### config.mk
export PLATFORM = sky130hd
export DESIGN_NAME = tx_cfg_ctrl
export DESIGN_NICKNAME = d
export VERILOG_FILES = /design/src/rtl/tx_cfg_ctrl.sv
export SDC_FILE = /design/constraint.sdc
export NUM_CORES = 1
export LEC_CHECK = 0
export ABC_AREA = 1
export CAP_MARGIN = 20
export CORE_MARGIN = 8
export CORE_UTILIZATION = 52
export CTS_CLUSTER_SIZE = 12
export DETAILED_ROUTE_END_ITERATION = 6
export PLACE_DENSITY_LB_ADDON = 0.25
export SLEW_MARGIN = 20
export SYNTH_ARGS = -nofsm -noshare
export SYNTH_HDL_FRONTEND = slang
export SYNTH_SLANG_ARGS = --single-unit
### constraint.sdc
create_clock -name i_clk -period 8.4 [get_ports i_clk]
set_input_delay 2.52 -clock i_clk [delete_from_list [all_inputs] [get_ports i_clk]]
set_output_delay 2.52 -clock i_clk [all_outputs]
set_load 0.005 [all_outputs]
### src/rtl/tx_cfg_ctrl.sv
// JESD204 tx configuration controller: shadow ILA table, sequential FCHK, validation,
// then tx reset hold and atomic apply of the active link-configuration table.
//
// state   | meaning
// S_IDLE  | shadow writable, waiting for commit
// S_CHECK | 13 accumulate cycles, then one evaluate cycle
// S_HOLD  | tx held in reset for HOLD_CYCLES
// S_APPLY | active table loaded, load/done pulsing
module tx_cfg_ctrl #(
  parameter int HOLD_CYCLES = 16
) (
  input  logic             i_clk,
  input  logic             i_rst,
  input  logic             i_wr_en,
  input  logic [3:0]       i_wr_addr,
  input  logic [7:0]       i_wr_data,
  output logic             o_wr_rdy,
  input  logic             i_commit,
  output logic             o_busy,
  output logic             o_done,
  output logic             o_cfg_err,
  output logic [1:0]       o_err_code,
  output logic [13:0][7:0] o_link_cfg,
  output logic             o_load_setup,
  output logic             o_tx_rst_n
);

  typedef enum logic [1:0] {S_IDLE, S_CHECK, S_HOLD, S_APPLY} state_t;

  state_t           r_state;
  logic [7:0]       r_shadow [0:12];
  logic [13:0][7:0] r_link;
  logic [3:0]       r_idx;
  logic [8:0]       r_acc;
  logic [7:0]       r_hold_cnt;
  logic             r_wr_rdy, r_busy, r_done, r_cfg_err, r_load, r_tx_rst_n;
  logic [1:0]       r_err_code;

  logic [7:0]       w_cur_oct;
  logic [8:0]       w_oct_sum;
  logic [8:0]       w_fp, w_kp, w_prod;
  logic             w_f_ok;
  logic [1:0]       w_err;

  function automatic logic [7:0] f_mask(input int idx);
    case (idx)
      2:       f_mask = 8'h7F;
      3, 10:   f_mask = 8'h9F;
      5:       f_mask = 8'h1F;
      7:       f_mask = 8'hDF;
      default: f_mask = 8'hFF;
    endcase
  endfunction

  // Sum of the individual field values, not of the raw octet.
  function automatic logic [8:0] f_field_sum(input logic [3:0] idx, input logic [7:0] v);
    case (idx)
      4'd1:        f_field_sum = 9'(v[7:4]) + 9'(v[3:0]);
      4'd2:        f_field_sum = 9'(v[6]) + 9'(v[5]) + 9'(v[4:0]);
      4'd3, 4'd10: f_field_sum = 9'(v[7]) + 9'(v[4:0]);
      4'd5:        f_field_sum = 9'(v[4:0]);
      4'd7:        f_field_sum = 9'(v[7:6]) + 9'(v[4:0]);
      4'd8, 4'd9:  f_field_sum = 9'(v[7:5]) + 9'(v[4:0]);
      default:     f_field_sum = 9'(v);
    endcase
  endfunction

  always_comb begin
    w_cur_oct = '0;
    for (int i = 0; i < 13; i++)
      if (r_idx == 4'(i)) w_cur_oct = r_shadow[i];
  end

  assign w_oct_sum = f_field_sum(r_idx, w_cur_oct);
  assign w_f_ok    = (r_shadow[4] == 8'd0) || (r_shadow[4] == 8'd1) ||
                     (r_shadow[4] == 8'd3) || (r_shadow[4] == 8'd7);
  assign w_fp      = 9'(r_shadow[4]) + 9'd1;
  assign w_kp      = 9'(r_shadow[5][4:0]) + 9'd1;
  assign w_prod    = w_fp * w_kp;
  assign w_err     = !w_f_ok                ? 2'd1 :
                     (w_prod < 9'd17)       ? 2'd2 :
                     ((r_shadow[9][7:5] != 3'd1) || (r_shadow[8][7:5] != 3'd1)) ? 2'd3 :
                     2'd0;

  always_ff @(posedge i_clk or posedge i_rst) begin
    if (i_rst) begin
      r_state    <= S_IDLE;
      for (int i = 0; i < 13; i++) r_shadow[i] <= '0;
      r_link     <= '0;
      r_idx      <= '0;
      r_acc      <= '0;
      r_hold_cnt <= '0;
      r_wr_rdy   <= 1'b1;
      r_busy     <= 1'b0;
      r_done     <= 1'b0;
      r_cfg_err  <= 1'b0;
      r_err_code <= '0;
      r_load     <= 1'b0;
      r_tx_rst_n <= 1'b0;
    end else begin
      r_done <= 1'b0;
      r_load <= 1'b0;
      case (r_state)
        S_IDLE: begin
          if (i_wr_en && (i_wr_addr <= 4'd12)) r_shadow[i_wr_addr] <= i_wr_data;
          if (i_commit) begin
            r_state    <= S_CHECK;
            r_busy     <= 1'b1;
            r_wr_rdy   <= 1'b0;
            r_cfg_err  <= 1'b0;
            r_err_code <= '0;
            r_acc      <= '0;
            r_idx      <= '0;
          end
        end
        S_CHECK: begin
          if (r_idx != 4'd13) begin
            r_acc <= r_acc + w_oct_sum;
            r_idx <= r_idx + 4'd1;
          end else if (w_err != 2'd0) begin
            r_state    <= S_IDLE;
            r_busy     <= 1'b0;
            r_wr_rdy   <= 1'b1;
            r_done     <= 1'b1;
            r_cfg_err  <= 1'b1;
            r_err_code <= w_err;
          end else begin
            r_state    <= S_HOLD;
            r_tx_rst_n <= 1'b0;
            r_hold_cnt <= 8'(HOLD_CYCLES - 1);
          end
        end
        S_HOLD: begin
          if (r_hold_cnt == 8'd0) begin
            r_state <= S_APPLY;
            for (int i = 0; i < 13; i++) r_link[i] <= r_shadow[i] & f_mask(i);
            r_link[13] <= r_acc[7:0];
            r_tx_rst_n <= 1'b1;
            r_load     <= 1'b1;
            r_done     <= 1'b1;
          end else begin
            r_hold_cnt <= r_hold_cnt - 8'd1;
          end
        end
        default: begin
          r_state  <= S_IDLE;
          r_busy   <= 1'b0;
          r_wr_rdy <= 1'b1;
        end
      endcase
    end
  end

  assign o_wr_rdy     = r_wr_rdy;
  assign o_busy       = r_busy;
  assign o_done       = r_done;
  assign o_cfg_err    = r_cfg_err;
  assign o_err_code   = r_err_code;
  assign o_link_cfg   = r_link;
  assign o_load_setup = r_load;
  assign o_tx_rst_n   = r_tx_rst_n;

endmodule

==> metrics.txt <==
# TYPE chip_impl_metric gauge
chip_impl_metric{name="yosysWarningCount",unit=""} 0
chip_impl_info{name="crit_path_frequent_cell",value="sky130_fd_sc_hd__nand2_1"} 1
chip_impl_metric{name="clock_latency",unit="ns"} 0.53
chip_impl_metric{name="multiInputGateArea",unit="µm²"} 5482
chip_impl_metric{name="worst-endpoint-arrival",unit="ns"} 6.08
chip_impl_metric{name="static-leakage-power",unit="nW"} 7.360
chip_impl_metric{name="die_width",unit="µm"} 170.9
chip_impl_metric{name="timing_hold_violations_final",unit=""} 0
chip_impl_metric{name="design.portCount",unit=""} 136
chip_impl_metric{name="vias_in_the_first_global_route",unit=""} 10240
chip_impl_metric{name="p_per_area",unit="nW/µm²"} 377.4
chip_impl_metric{name="reg_area",unit="µm²"} 5932
chip_impl_info{name="grt_setup_unrepaired",value="no"} 1
chip_impl_metric{name="post_cts_hold_buffer_count",unit=""} 0
chip_impl_metric{name="grt_antenna_before_repair",unit=""} 0
chip_impl_info{name="cp-startpoint",value="r_idx[2]"} 1
chip_impl_metric{name="placement.cell_area",unit="µm²"} 13970
chip_impl_metric{name="synth_area_per_cell",unit="µm²"} 7.950
chip_impl_metric{name="worst_path_largest_cell_delay",unit="ns"} 0.58
chip_impl_metric{name="synth.lib_cells_used.distinct",unit=""} 54
chip_impl_metric{name="timing.fmax",unit="MHz"} 176.7
chip_impl_metric{name="fp-row-count",unit=""} 56
chip_impl_metric{name="netlist_area_before_placement",unit="µm²"} 12480
chip_impl_metric{name="postRouteWirelength",unit="mm"} 35.28
chip_impl_info{name="run_status",value="completed"} 1
chip_impl_metric{name="area_growth",unit="%"} 19.11
chip_impl_metric{name="min_period",unit="ns"} 5.660
chip_impl_metric{name="worst-slew-pin-transition",unit="ns"} 1.046
chip_impl_metric{name="globalplace.congestion",unit=""} 0.9777
chip_impl_info{name="synth-main-ff-cell",value="sky130_fd_sc_hd__dfrtp_1"} 1
chip_impl_metric{name="fill_cells",unit=""} 2068
chip_impl_metric{name="setup_total_negative_slack",unit="ns"} 0
chip_impl_info{name="holdCritPathClass",value="reg -> reg"} 1
chip_impl_metric{name="postCtsSetupRepairBufs",unit=""} 0
chip_impl_info{name="cts_tree",value="done"} 1
chip_impl_metric{name="fin_nets",unit=""} 1758
chip_impl_metric{name="floorplan.die.height",unit="µm"} 170.9
chip_impl_metric{name="setup_viol",unit=""} 0
chip_impl_info{name="root_buffer",value="sky130_fd_sc_hd__clkbuf_16"} 1
chip_impl_metric{name="vias",unit=""} 10750
chip_impl_metric{name="core_area",unit="µm²"} 23540
chip_impl_metric{name="detail_route.wl_per_cell",unit="µm"} 17.50
chip_impl_metric{name="finalHoldWorstSlack",unit="ns"} 0.4662
chip_impl_metric{name="cts.sinks",unit=""} 237
chip_impl_metric{name="port-buffer-count",unit=""} 126
chip_impl_metric{name="clock_path_buffers",unit=""} 3
chip_impl_info{name="timing.critical_path.slowest_stage_cell",value="sky130_fd_sc_hd__nor2_1"} 1
chip_impl_metric{name="cp.required",unit="ns"} 8.82
chip_impl_metric{name="netlist_instances",unit=""} 1570
chip_impl_metric{name="ant_nets",unit=""} 0
chip_impl_metric{name="antenna_cells",unit=""} 0
chip_impl_metric{name="post_drt_via_cell_ratio",unit=""} 5.334
chip_impl_metric{name="synth_edf_count",unit=""} 0
chip_impl_info{name="critical_path.endpoint_type",value="register"} 1
chip_impl_metric{name="reg2regPathDepth",unit=""} 34
chip_impl_metric{name="grt_start_max_net_pins",unit=""} 145
chip_impl_metric{name="worst-path-max-fanout",unit=""} 11
chip_impl_metric{name="vdd_drop_max",unit="V"} 0.0002267
chip_impl_metric{name="layout_cell_area_excl_fill",unit="µm²"} 14870
chip_impl_metric{name="slew_violations",unit=""} 0
chip_impl_metric{name="cts.clk_slew.worst_paths",unit="ns"} 0.06
chip_impl_metric{name="grt_pass1_wl",unit="mm"} 56.47
chip_impl_info{name="r2r-start",value="r_idx[2]"} 1
chip_impl_metric{name="gr-total-overflow",unit=""} 0
chip_impl_info{name="holdCritStartpoint",value="o_wr_rdy"} 1
chip_impl_metric{name="cts_made_buffers",unit=""} 26
chip_impl_metric{name="synth_seq_cells",unit=""} 237
chip_impl_metric{name="cap_viol_max_count",unit=""} 0
chip_impl_metric{name="post_route_cells_drive_above_1_share",unit="%"} 5.303
chip_impl_metric{name="maxSlewHeadroom",unit="%"} 29.99
chip_impl_metric{name="drt-pass1-iter-count",unit=""} 5
chip_impl_metric{name="detailedPlacementHpwl",unit="mm"} 26.33
chip_impl_metric{name="htree_num_levels",unit=""} 1
chip_impl_metric{name="drc",unit=""} 0
chip_impl_metric{name="die_area",unit="µm²"} 29220
chip_impl_metric{name="detailedRoute.firstIterationViolations",unit=""} 1069
chip_impl_info{name="startpoint_type",value="register"} 1
chip_impl_metric{name="floorplan.initialDensity",unit="%"} 53.01
chip_impl_info{name="critPathKind",value="reg -> reg"} 1
chip_impl_metric{name="global_router_s_overall_resource_usage",unit="%"} 24.31
chip_impl_metric{name="sequential_area_share_after_synthesis",unit="%"} 47.53
chip_impl_metric{name="postSynth.asyncResetShare",unit="%"} 100.0
chip_impl_metric{name="hold_path_depth",unit=""} 2
chip_impl_metric{name="skew",unit="ns"} 0.01214
chip_impl_metric{name="final_clock_period_utilization_by_the_worst_path",unit="%"} 67.38
chip_impl_metric{name="cts_repair_resize_count",unit=""} 0
chip_impl_metric{name="reg2reg_slack",unit="ns"} 2.74
## worst paths after layout
path | endpoint
max | r_acc[7]
min | o_wr_rdy
max reg2reg | r_acc[7]
min reg2reg | o_wr_rdy
max in group asynchronous | o_link_cfg[70]
min in group asynchronous | o_link_cfg[52]
## routing by layer
metal  global-route usage (%)  part of all wire [%]  up-vias
met1                    33.99                    45     5114
li1                         -                     -     5184
met2                    38.87                    45      393
met5                        0                     0        -
met4                    6.805                   2.4        0
met3                    3.734                   7.4       63
## kinds of logic after synthesis
group	count (synthesis)	synth area share, %
AND/OR/NAND/NOR	654	21.45
AO/OA/AOI/OAI	321	13.69
buffers and inverters	280	8.852
flip-flops	237	47.53
adder cells (fa/ha/maj)	59	7.178
XOR/XNOR	18	1.263
other	1	0.03005
## state kept, by name, summed over array words and instances (netlist names)
| name | count |
|---|---|
| r_acc | 8 |
| r_idx | 4 |
| o_wr_rdy | 1 |
| r_hold_cnt | 8 |
| r_shadow | 104 |
| o_link_cfg | 103 |
| o_busy | 1 |
| o_cfg_err | 1 |
| o_err_code | 2 |
| o_load_setup | 1 |
| r_state | 2 |
| o_done | 1 |
| o_tx_rst_n | 1 |
## layout make-up
cell class              count  share of cell area [%]
repair buffers            130                   8.770
inverters                 227                   5.757
clock buffers              36                   5.109
well taps                 319                   2.685
flip-flops and latches    237                   39.90
clock inverters             6                  0.9006
multi-input cells        1061                   36.87
## worst max-delay path: cells and delay by family (launching register included)
kind / cells / cell delay, ns
fa+ha+maj: 3 / 0.98
compound gates: 10 / 1.69
flops: 1 / 0.47
simple gates: 17 / 2.08
buf+inv: 3 / 0.18
xor+xnor: 1 / 0.15
## synthesized netlist by cell type, types with 7 or more instances
cell type / number / area share, %
sky130_fd_sc_hd__a21oi_1: 54 / 2.2
sky130_fd_sc_hd__buf_4: 11 / 0.66
sky130_fd_sc_hd__clkbuf_1: 36 / 1.1
sky130_fd_sc_hd__dfrtp_1: 236 / 47
sky130_fd_sc_hd__fa_1: 21 / 3.4
sky130_fd_sc_hd__ha_1: 38 / 3.8
sky130_fd_sc_hd__inv_1: 209 / 6.3
sky130_fd_sc_hd__inv_2: 15 / 0.45
sky130_fd_sc_hd__nand2_1: 468 / 14
sky130_fd_sc_hd__nand3_1: 56 / 2.2
sky130_fd_sc_hd__nand4_1: 9 / 0.45
sky130_fd_sc_hd__nor2_1: 80 / 2.4
sky130_fd_sc_hd__nor3_1: 15 / 0.60
sky130_fd_sc_hd__o21ai_0: 221 / 8.9
sky130_fd_sc_hd__o21ai_1: 8 / 0.32
sky130_fd_sc_hd__o21ai_2: 7 / 0.49
sky130_fd_sc_hd__o22ai_1: 12 / 0.60
sky130_fd_sc_hd__xor2_1: 13 / 0.91
## per-stage QoR
step / setup slack, ns / total power [mW] / utilization [%] / std cells
after floorplan: 2.775 / 3.528 / - / 1578
after global placement: 2.946 / 4.344 / 59.35 / 1974
after detailed placement: 2.811 / 4.403 / 59.35 / 1974
after CTS: 2.815 / 5.622 / 63.14 / 2016
after global routing: 2.118 / 6.070 / 63.14 / 2016
final: 2.740 / 5.611 / 63.14 / 2016
## where the power goes
part | leakage [nW] | switching, mW | internal (mW)
clock network | 0.438 | 0.447 | 0.746
logic | 3.83 | 1.70 | 0.979
registers | 3.09 | 0.246 | 1.49
total | 7.36 | 2.40 | 3.21
## cells in the final DEF (no fill, tap or decap), types with 21 or more instances in the layout
cell type,Yosys,routed
sky130_fd_sc_hd__nand2_1,468,467
sky130_fd_sc_hd__dfrtp_1,236,236
sky130_fd_sc_hd__o21ai_0,221,221
sky130_fd_sc_hd__inv_1,209,208
sky130_fd_sc_hd__clkdlybuf4s50_1,0,126
sky130_fd_sc_hd__nor2_1,80,80
sky130_fd_sc_hd__nand3_1,56,56
sky130_fd_sc_hd__a21oi_1,54,54
sky130_fd_sc_hd__ha_1,38,38
sky130_fd_sc_hd__clkbuf_16,0,27
sky130_fd_sc_hd__fa_1,21,21
(Power assumes the default switching activity.)
